$ cat src/rtl/transition_detect_sched_pkg.sv
// -----------------------------------------------------------------------------
// transition_detect_sched_pkg
//   Shared definitions for the time-multiplexed transition detector:
//   per-channel detector context encodings, scheduler state encoding and the
//   default channel count.
// -----------------------------------------------------------------------------
package transition_detect_sched_pkg;

  // Default number of requester channels (power of two, 2..16).
  localparam int NUM_CH_DEFAULT = 4;

  // Per-channel detector context. The unused code 2'b11 behaves as CTX_A.
  typedef enum logic [1:0] {
    CTX_A = 2'b00,  // no history
    CTX_B = 2'b01,  // last sampled level was 0
    CTX_C = 2'b10   // last sampled level was 1
  } ctx_t;

  // Scheduler state, also exported on the debug port of the top.
  typedef enum logic [1:0] {
    SCHED_IDLE  = 2'b00,
    SCHED_SERVE = 2'b01,
    SCHED_EMIT  = 2'b10
  } sched_state_t;

endpackage : transition_detect_sched_pkg

$ cat src/rtl/transition_detect_sched_core.sv
// -----------------------------------------------------------------------------
// trans_detect_core
//   Purely combinational transition-detector step, shared by all channels.
//   Given a channel's stored context and its freshly sampled input bit it
//   returns the context to store back and whether a level transition occurred.
//
// Ports
//   i_state      [1:0]  stored context (A=00, B=01, C=10, 11 treated as A)
//   i_in                sampled input level
//   o_next_state [1:0]  context to write back
//   o_event             1 when the input differs from a known previous level
// -----------------------------------------------------------------------------
module trans_detect_core
  import transition_detect_sched_pkg::*;
(
  input  logic [1:0] i_state,
  input  logic       i_in,
  output logic [1:0] o_next_state,
  output logic       o_event
);

  always_comb begin
    o_event      = 1'b0;
    // The next context only records the latest level, whatever the history.
    o_next_state = i_in ? CTX_C : CTX_B;
    case (i_state)
      CTX_B:   o_event = i_in;
      CTX_C:   o_event = ~i_in;
      default: o_event = 1'b0;  // A or the unused code: no history yet
    endcase
  end

endmodule : trans_detect_core

$ cat src/rtl/transition_detect_sched.sv
// -----------------------------------------------------------------------------
// transition_detect_sched
//   Round-robin scheduler that time-multiplexes one transition detector over
//   NUM_CH requester channels. Each channel owns a 2-bit context register.
//   A service is IDLE (pick a requester) -> SERVE (ack pulse, sample ch_in,
//   update context) -> optional EMIT (present the event until accepted).
//
// Handshake: the event is transferred on a rising edge where evt_valid and
//   evt_ready are both high. While evt_valid is high, evt_ch and evt_level do
//   not change; evt_valid never drops without a transfer except on reset.
//
// Ports
//   clk                      rising-edge clock
//   reset                    asynchronous, active-low reset
//   ch_req    [NUM_CH-1:0]   per-channel level request, held until acked
//   ch_in     [NUM_CH-1:0]   per-channel data, sampled in that channel's ack cycle
//   ch_ack    [NUM_CH-1:0]   one-hot one-cycle pulse marking the sample cycle
//   ctx_clr   [NUM_CH-1:0]   synchronous per-channel context clear to A
//   evt_valid                transition event pending
//   evt_ready                consumer accepts the event
//   evt_ch    [IW-1:0]       channel index of the pending event
//   evt_level                new level (1 = rise, 0 = fall)
//   ctx_state [2*NUM_CH-1:0] per-channel context, channel k at [2k+1:2k]
//   dbg_state [1:0]          scheduler state (IDLE/SERVE/EMIT)
// -----------------------------------------------------------------------------
module transition_detect_sched
  import transition_detect_sched_pkg::*;
#(
  parameter  int NUM_CH = NUM_CH_DEFAULT,
  localparam int IW     = $clog2(NUM_CH)
) (
  input  logic                  clk,
  input  logic                  reset,
  input  logic [NUM_CH-1:0]     ch_req,
  input  logic [NUM_CH-1:0]     ch_in,
  output logic [NUM_CH-1:0]     ch_ack,
  input  logic [NUM_CH-1:0]     ctx_clr,
  output logic                  evt_valid,
  input  logic                  evt_ready,
  output logic [IW-1:0]         evt_ch,
  output logic                  evt_level,
  output logic [2*NUM_CH-1:0]   ctx_state,
  output logic [1:0]            dbg_state
);

  sched_state_t          r_state;
  sched_state_t          w_state_nxt;
  logic [IW-1:0]         r_ptr;
  logic [IW-1:0]         r_grant;
  logic [2*NUM_CH-1:0]   r_ctx;
  logic [IW-1:0]         r_evt_ch;
  logic                  r_evt_level;

  logic                  w_rr_found;
  logic [IW-1:0]         w_rr_idx;
  logic [1:0]            w_cur_ctx;
  logic [1:0]            w_nxt_ctx;
  logic                  w_in;
  logic                  w_event;

  // ---------------------------------------------------------------------------
  // Round-robin search starting at r_ptr. NUM_CH is a power of two, so the
  // index sum wraps naturally in IW bits.
  // ---------------------------------------------------------------------------
  always_comb begin : rr_search
    logic [IW-1:0] v_idx;
    w_rr_found = 1'b0;
    w_rr_idx   = '0;
    v_idx      = '0;
    for (int i = 0; i < NUM_CH; i++) begin
      v_idx = r_ptr + IW'(i);
      if (!w_rr_found && ch_req[v_idx]) begin
        w_rr_found = 1'b1;
        w_rr_idx   = v_idx;
      end
    end
  end

  // ---------------------------------------------------------------------------
  // Shared detector operating on the granted channel's context.
  // ---------------------------------------------------------------------------
  assign w_cur_ctx = r_ctx[2*int'(r_grant) +: 2];
  assign w_in      = ch_in[r_grant];

  trans_detect_core u_core (
    .i_state      (w_cur_ctx),
    .i_in         (w_in),
    .o_next_state (w_nxt_ctx),
    .o_event      (w_event)
  );

  // ---------------------------------------------------------------------------
  // Scheduler FSM: next state and Moore outputs.
  // ---------------------------------------------------------------------------
  always_comb begin
    w_state_nxt = r_state;
    ch_ack      = '0;
    evt_valid   = 1'b0;
    case (r_state)
      SCHED_IDLE: begin
        if (w_rr_found) w_state_nxt = SCHED_SERVE;
      end
      SCHED_SERVE: begin
        ch_ack      = NUM_CH'(1) << r_grant;
        w_state_nxt = w_event ? SCHED_EMIT : SCHED_IDLE;
      end
      SCHED_EMIT: begin
        evt_valid = 1'b1;
        if (evt_ready) w_state_nxt = SCHED_IDLE;
      end
      default: w_state_nxt = SCHED_IDLE;
    endcase
  end

  always_ff @(posedge clk or negedge reset) begin
    if (!reset) begin
      r_state     <= SCHED_IDLE;
      r_ptr       <= '0;
      r_grant     <= '0;
      r_evt_ch    <= '0;
      r_evt_level <= 1'b0;
    end else begin
      r_state <= w_state_nxt;
      // Grant is latched in IDLE; ch_req is not looked at again until the
      // scheduler is back in IDLE, so a dropped request is still served.
      if (r_state == SCHED_IDLE && w_rr_found) begin
        r_grant <= w_rr_idx;
        r_ptr   <= w_rr_idx + 1'b1;
      end
      // Event payload is frozen for the whole EMIT phase.
      if (r_state == SCHED_SERVE && w_event) begin
        r_evt_ch    <= r_grant;
        r_evt_level <= w_in;
      end
    end
  end

  // ---------------------------------------------------------------------------
  // Per-channel context registers. A clear wins over a same-cycle SERVE write;
  // the event computed from the old context is still emitted.
  // ---------------------------------------------------------------------------
  always_ff @(posedge clk or negedge reset) begin
    if (!reset) begin
      r_ctx <= '0;
    end else begin
      for (int k = 0; k < NUM_CH; k++) begin
        if (ctx_clr[k]) begin
          r_ctx[2*k +: 2] <= CTX_A;
        end else if (r_state == SCHED_SERVE && r_grant == IW'(k)) begin
          r_ctx[2*k +: 2] <= w_nxt_ctx;
        end
      end
    end
  end

  assign evt_ch    = r_evt_ch;
  assign evt_level = r_evt_level;
  assign ctx_state = r_ctx;
  assign dbg_state = r_state;

endmodule : transition_detect_sched

$ cat config.mk
export PLATFORM = sky130hd
export DESIGN_NAME = transition_detect_sched
export DESIGN_NICKNAME = d
export VERILOG_FILES = /design/src/rtl/transition_detect_sched_pkg.sv /design/src/rtl/transition_detect_sched_core.sv /design/src/rtl/transition_detect_sched.sv
export SDC_FILE = /design/constraint.sdc
export NUM_CORES = 1
export LEC_CHECK = 0
export ABC_CLOCK_PERIOD_IN_PS = 2700
export CORE_MARGIN = 2
export CORE_UTILIZATION = 50
export CTS_BUF_LIST = sky130_fd_sc_hd__clkbuf_8
export CTS_CLUSTER_SIZE = 12
export DETAILED_ROUTE_END_ITERATION = 6
export HOLD_SLACK_MARGIN = 0.08
export PLACE_DENSITY = 0.9
export SYNTH_ARGS = -nofsm -noshare
export SYNTH_HDL_FRONTEND = slang
export SYNTH_SLANG_ARGS = --single-unit
$ cat constraint.sdc
create_clock -name clk -period 2.7 [get_ports clk]
set_input_delay 0.54 -clock clk [delete_from_list [all_inputs] [get_ports clk]]
set_output_delay 0.54 -clock clk [all_outputs]
set_load 0.01 [all_outputs]
==> impl_metrics.tcl, run 1 <==
set metrics [dict create \
    synth_most_common_cell "dfrtp_1" \
    worstMarginPinSlew_ns 0.7220 \
    path_clk_slew_ns 0.07 \
    slew_violations 0 \
    synth-main-ff-cell "dfrtp_1" \
    io-pin-count 33 \
    hold_viol 0 \
    synth.distinct_cells 33 \
    htreeDepth 1 \
    drtPass1Iterations 4 \
    globalRouteTotalUtil 0.2553 \
    wl_per_cell_um 16.62 \
    worstPathMaxFanout 8 \
    cp_top_family "simple AND/OR/NAND/NOR gates" \
    fp.dieH_um 47.67 \
    vias 943 \
    worstPathCellList "or4bb_2 -> inv_1 -> clkdlybuf4s50_1" \
    fillers 133 \
    antenna_found_initial 0 \
    ys_seq_area_frac 0.4462 \
    cts_tree "built" \
    fmax_ghz 0.3829 \
    synth_edf_count 0 \
    hpwlAfterDp_um 1956 \
    max_slew_margin 0.5062 \
    synthesis.nets 115 \
    worstSetupEndpointType "output port" \
    post-route-period-util 0.9672 \
    synthArstFlopShare 1.000 \
    cts_inserted_buffers 3 \
    ir_worst_vdd_mv 0.7502 \
    num_rows 15 \
    run_status "complete, no violations" \
    place_worst_setup_slack_ns 0.2641 \
    fp.dieW_um 47.67 \
    cp-start-kind "register" \
    fin_tns_setup_ns 0 \
    finClkSkew_ns 0.001455 \
    worst-path-buf-inv 2 \
    slowest_stage "or4bb_2" \
    place.gp.congestion 0.8670 \
    root_buffer "clkbuf_8" \
    nets 152 \
    drv_cap 0 \
    worst_slack_ns 0.08844 \
    post-route-min-period_ns 2.612 \
    synth_top_area_cell "dfrtp_1" \
    synth-seq-cells 17 \
    worstPathArrival_ns 2.07 \
    required_ns 2.16 \
    power.leakage_nw 0.5975 \
    hold_buffers 0 \
    yosysWarnings 0 \
    overflow 0 \
    grt_pass1_wl_um 3870 \
    synth_area_leaders "dfrtp_1 45%, nor2_1 5.9%, nand2_1 5.1%, mux4_2 4.7%, a21oi_1 3.7%" \
    drtIter0Drc 29 \
    pwr_density_cell_nw_per_um2 1004 \
    grt_max_degree 18 \
    rsz0062_at_grt "no" \
    grt_pass1_vias 839 \
    clk_latency_ns 0.26 \
    vias_per_cell 5.857 \
    start_util 0.5404 \
    cpPeakStageDelay_ns 0.70 \
    drt_wl_total_um 2676 \
    yosysTopAreaCellShare 0.4462 \
    criticalPathCategory "reg -> out" \
    clock_path_buffers 2 \
    drc_errors 0 \
    cts_setup_buffers 0 \
    synth_common_cells "17 x dfrtp_1, 15 x nor2_1, 13 x nand2_1, 8 x inv_1, 7 x a21oi_1" \
    drive_above_1_share 0.1176 \
    p_total_mw 1.367 \
    syn_inst 100 \
    finalSetupViolations 0 \
    cts_resized 0 \
    area_delta_synth_final_pct 42.78 \
    route.antenna.remaining_nets 0 \
    io_buffers 32 \
    die_area_um2 2272 \
    antenna_cells 0 \
    syn_area_per_cell_um2 9.534 \
    hp-class "reg -> reg" \
    cts_sinks 17 \
    core_um2 1764 \
    synth_area_um2 953.4 \
]
[per-layer routing]
metal | wire [µm] | GRT usage | vias to the layer above
met5 | 0 | 0 | -
met4 | 45 | 0.09189 | 0
met3 | 139 | 0.04906 | 7
met2 | 1459 | 0.4297 | 39
met1 | 1031 | 0.3285 | 472
li1 | - | - | 425
[cells by family after synthesis]
| family | Yosys count | synth area share |
|---|---|---|
| AOI/OAI and AO/OA | 25 | 0.1864 |
| buffers and inverters | 12 | 0.05512 |
| DFF | 17 | 0.4462 |
| and+or+nand+nor | 41 | 0.2165 |
| muxes | 5 | 0.09580 |
[worst reg2reg max path, delay by kind of cell, from the launching register on]
family                 cells  cell delay [ns]
AOI/OAI and AO/OA          2             0.33
buffers and inverters      1             0.18
DFF                        1             0.35
muxes                      1             0.62
and+or+nand+nor            1             0.46
[cell usage in the layout, fill, tap and decap left out, drive strengths merged, types with 2 or more instances in the layout]
cell	instances
mux2i	2
a21o	2
mux4	3
buf	4
or4bb	2
nand2	13
clkbuf	3
clkdlybuf4s50	32
inv	8
nor2	15
nand2b	3
a21oi	8
dfrtp	17
o21ai	5
a2bb2oi	2
[layout make-up]
class | count | area, µm² | share of cell area
clock buffers | 3 | 41.29 | 0.03033
clock inverters | 1 | 7.507 | 0.005515
inverters | 8 | 30.03 | 0.02206
multi-input cells | 71 | 475.5 | 0.3493
flip-flops and latches | 17 | 425.4 | 0.3125
well taps | 25 | 31.28 | 0.02298
repair buffers | 36 | 350.3 | 0.2574
[worst paths after layout]
path                         startpoint      endpoint  slack, ns  depth (start not counted)
setup / recovery           dbg_state[0]     ch_ack[2]       0.09                          3
hold / removal                evt_ch[1]     evt_ch[1]       0.55                          1
setup reg to reg             r_grant[0]     evt_ch[0]       0.69                          5
hold reg to reg               evt_ch[1]     evt_ch[1]       0.55                          1
max in group asynchronous         reset  ctx_state[7]       1.50                          1
min in group asynchronous         reset  ctx_state[0]       0.72                          1
[sequential cells by signal, summed over array words and instances, names as in the netlist]
register   cells
ctx_state      8
r_grant        2
r_ptr          2
evt_level      1
dbg_state      2
evt_ch         2
[power by group]
part / internal, mW / switching, mW
sequential: 0.340 / 0.100
clock: 0.104 / 0.0977
combinational: 0.379 / 0.345
[metrics by stage]
stage / instances / hold WS [ns] / utilization / instance area (µm²)
2_1_floorplan: 100 / 0.2444 / - / 953.4
5_1_grt: 161 / 0.5820 / 0.7716 / 1361
6_report: 161 / 0.5486 / 0.7716 / 1361
4_1_cts: 161 / 0.5495 / 0.7716 / 1361
3_5_place_dp: 157 / 0.5276 / 0.7440 / 1313
3_3_place_gp: 157 / 0.5234 / 0.7440 / 1313
Note: power is estimated with default switching activity, not from simulation.
==> run 2, diff against run 1 <==
--- a/config.mk
+++ b/config.mk
@@ -11,8 +11,9 @@
 export CTS_BUF_LIST = sky130_fd_sc_hd__clkbuf_8
 export CTS_CLUSTER_SIZE = 12
 export DETAILED_ROUTE_END_ITERATION = 6
-export HOLD_SLACK_MARGIN = 0.08
+export HOLD_SLACK_MARGIN = 0.12
 export PLACE_DENSITY = 0.9
+export RECOVER_POWER = 50
 export SYNTH_ARGS = -nofsm -noshare
 export SYNTH_HDL_FRONTEND = slang
 export SYNTH_SLANG_ARGS = --single-unit
==> impl_metrics.tcl, run 2 (synthesis gave the netlist of run 1 again) <==
set metrics [dict create \
    run_status "complete, no violations" \
    hpwlAfterDp_um 1956 \
    grt_max_degree 18 \
    seq_power_share 0.326 \
    fp.dieH_um 47.67 \
    cts_inserted_buffers 3 \
    drtPass1Iterations 4 \
    area_delta_synth_final_pct 41.99 \
    rrSetupSlack_ns 0.68 \
    drc_errors 0 \
    overflow 0 \
    comb_power_share 0.526 \
    finalSetupViolations 0 \
    clk_latency_ns 0.25 \
    timing.rr.end "evt_ch[0]" \
    cts_setup_buffers 0 \
    worstSetupEndpointType "output port" \
    post-route-min-period_ns 2.603 \
    switchingPower_mw 0.5445 \
    vias_per_cell 5.764 \
    worstPathArrival_ns 2.06 \
    rsz0062_at_grt "no" \
    finalNonFillerCells 161 \
    wl_per_cell_um 16.66 \
    reg2regPathDepth 5 \
    io-pin-count 33 \
    cp-start-kind "register" \
    route.antenna.remaining_nets 0 \
    worst_slack_ns 0.09665 \
    min_from "evt_ch[1]" \
    cts_tree "built" \
    power.leakage_nw 0.5904 \
    die_area_um2 2272 \
    drtIter0Drc 27 \
    final_common_cell "clkdlybuf4s50_1" \
    required_ns 2.16 \
    fin_tns_setup_ns 0 \
    root_buffer "clkbuf_8" \
    startpoint "dbg_state[0]" \
    cp-endpoint "ch_ack[2]" \
    drv_cap 0 \
    fp.dieW_um 47.67 \
    place_inst 157 \
    start_util 0.5404 \
    max_slew_margin 0.4899 \
    globalRouteTotalUtil 0.2553 \
    place.gp.congestion 0.8670 \
    reg2reg_from "r_grant[1]" \
    slew_violations 0 \
    num_rows 15 \
    antenna_cells 0 \
    pwr_density_cell_nw_per_um2 1001 \
    post-route-period-util 0.9642 \
    criticalPathCategory "reg -> out" \
    hold_viol 0 \
    path_clk_slew_ns 0.07 \
    place_worst_setup_slack_ns 0.2641 \
    nets 152 \
    hold_buffers 0 \
    swShare 0.4019 \
    cts_sinks 17 \
    drive_above_1_share 0.1029 \
    htreeDepth 1 \
    cts_resized 0 \
    worstMarginPinSlew_ns 0.7627 \
    grt_pass1_vias 839 \
    core_um2 1764 \
    grt_pass1_wl_um 3870 \
    final_cell_mix "29 x clkdlybuf4s50_1, 17 x dfrtp_1, 15 x nor2_1" \
    worstPathMaxFanout 8 \
    clock_path_buffers 2 \
    fin_util 0.7674 \
    intPower_mw 0.8104 \
    hp-class "reg -> reg" \
    finClkSkew_ns 0.001456 \
    io_buffers 32 \
    drt_wl_total_um 2683 \
    antenna_found_initial 0 \
    ir_worst_vdd_mv 0.7476 \
    vias 928 \
    p_total_mw 1.355 \
    largest_register_ffs 8 \
    clkPwrFrac 0.148 \
    fmax_ghz 0.3841 \
]
-- run 2: cell types whose count changed in the layout (fill, tap and decap cells not counted), sizes merged --
cell,delta
dlygate4sd3,+3
clkdlybuf4s50,-3
buf,-2
clkbuf,+2
-- run 2: routing by layer --
metal | wire length (µm) | GRT usage | share of wire | vias up
met1 | 1043 | 0.3285 | 0.39 | 462
met2 | 1453 | 0.4297 | 0.54 | 36
met3 | 155 | 0.04906 | 0.058 | 4
li1 | - | - | - | 426
met4 | 30 | 0.09189 | 0.011 | 0
met5 | 0 | 0 | 0 | -
-- run 2: final cells by class --
type | instances | area (µm²)
Clock buffer | 3 | 41.29
Clock inverter | 1 | 7.507
Timing Repair Buffer | 36 | 342.8
Fill cell | 137 | 410.4
Tap cell | 25 | 31.28
Inverter | 8 | 30.03
Multi-Input combinational cell | 71 | 475.5
Sequential cell | 17 | 425.4
-- run 2: worst min path at each step --
stage                   endpoint  slack (ns)  cells past startpoint
CTS                    evt_ch[1]        0.55                      1
floorplan           ctx_state[0]        0.24                      0
finish                 evt_ch[1]        0.55                      1
detailed placement     evt_ch[1]        0.53                      1
global placement       evt_ch[0]        0.52                      1
global route           evt_ch[0]        0.58                      1
-- run 2: critical path: stages (launching register included) --
cell,delay [ns]
dfrtp_1,0.47
or4bb_2,0.70
inv_1,0.11
clkdlybuf4s50_1,0.53
-- run 2: through the flow --
step	hold WS (ns)	area, µm²
floorplan	0.2444	953.4
global placement	0.5234	1313
detailed placement	0.5276	1313
CTS	0.5495	1361
global route	0.5820	1354
finish	0.5453	1354
-- run 2: power by group through the flow --
stage	clock network (mW)	registers, mW	logic, mW
4_1_cts	0.203	0.436	0.723
5_1_grt	0.218	0.450	0.770
3_5_place_dp	0	0.434	0.712
2_1_floorplan	0	0.427	0.413
6_report	0.201	0.441	0.713
3_3_place_gp	0	0.428	0.680
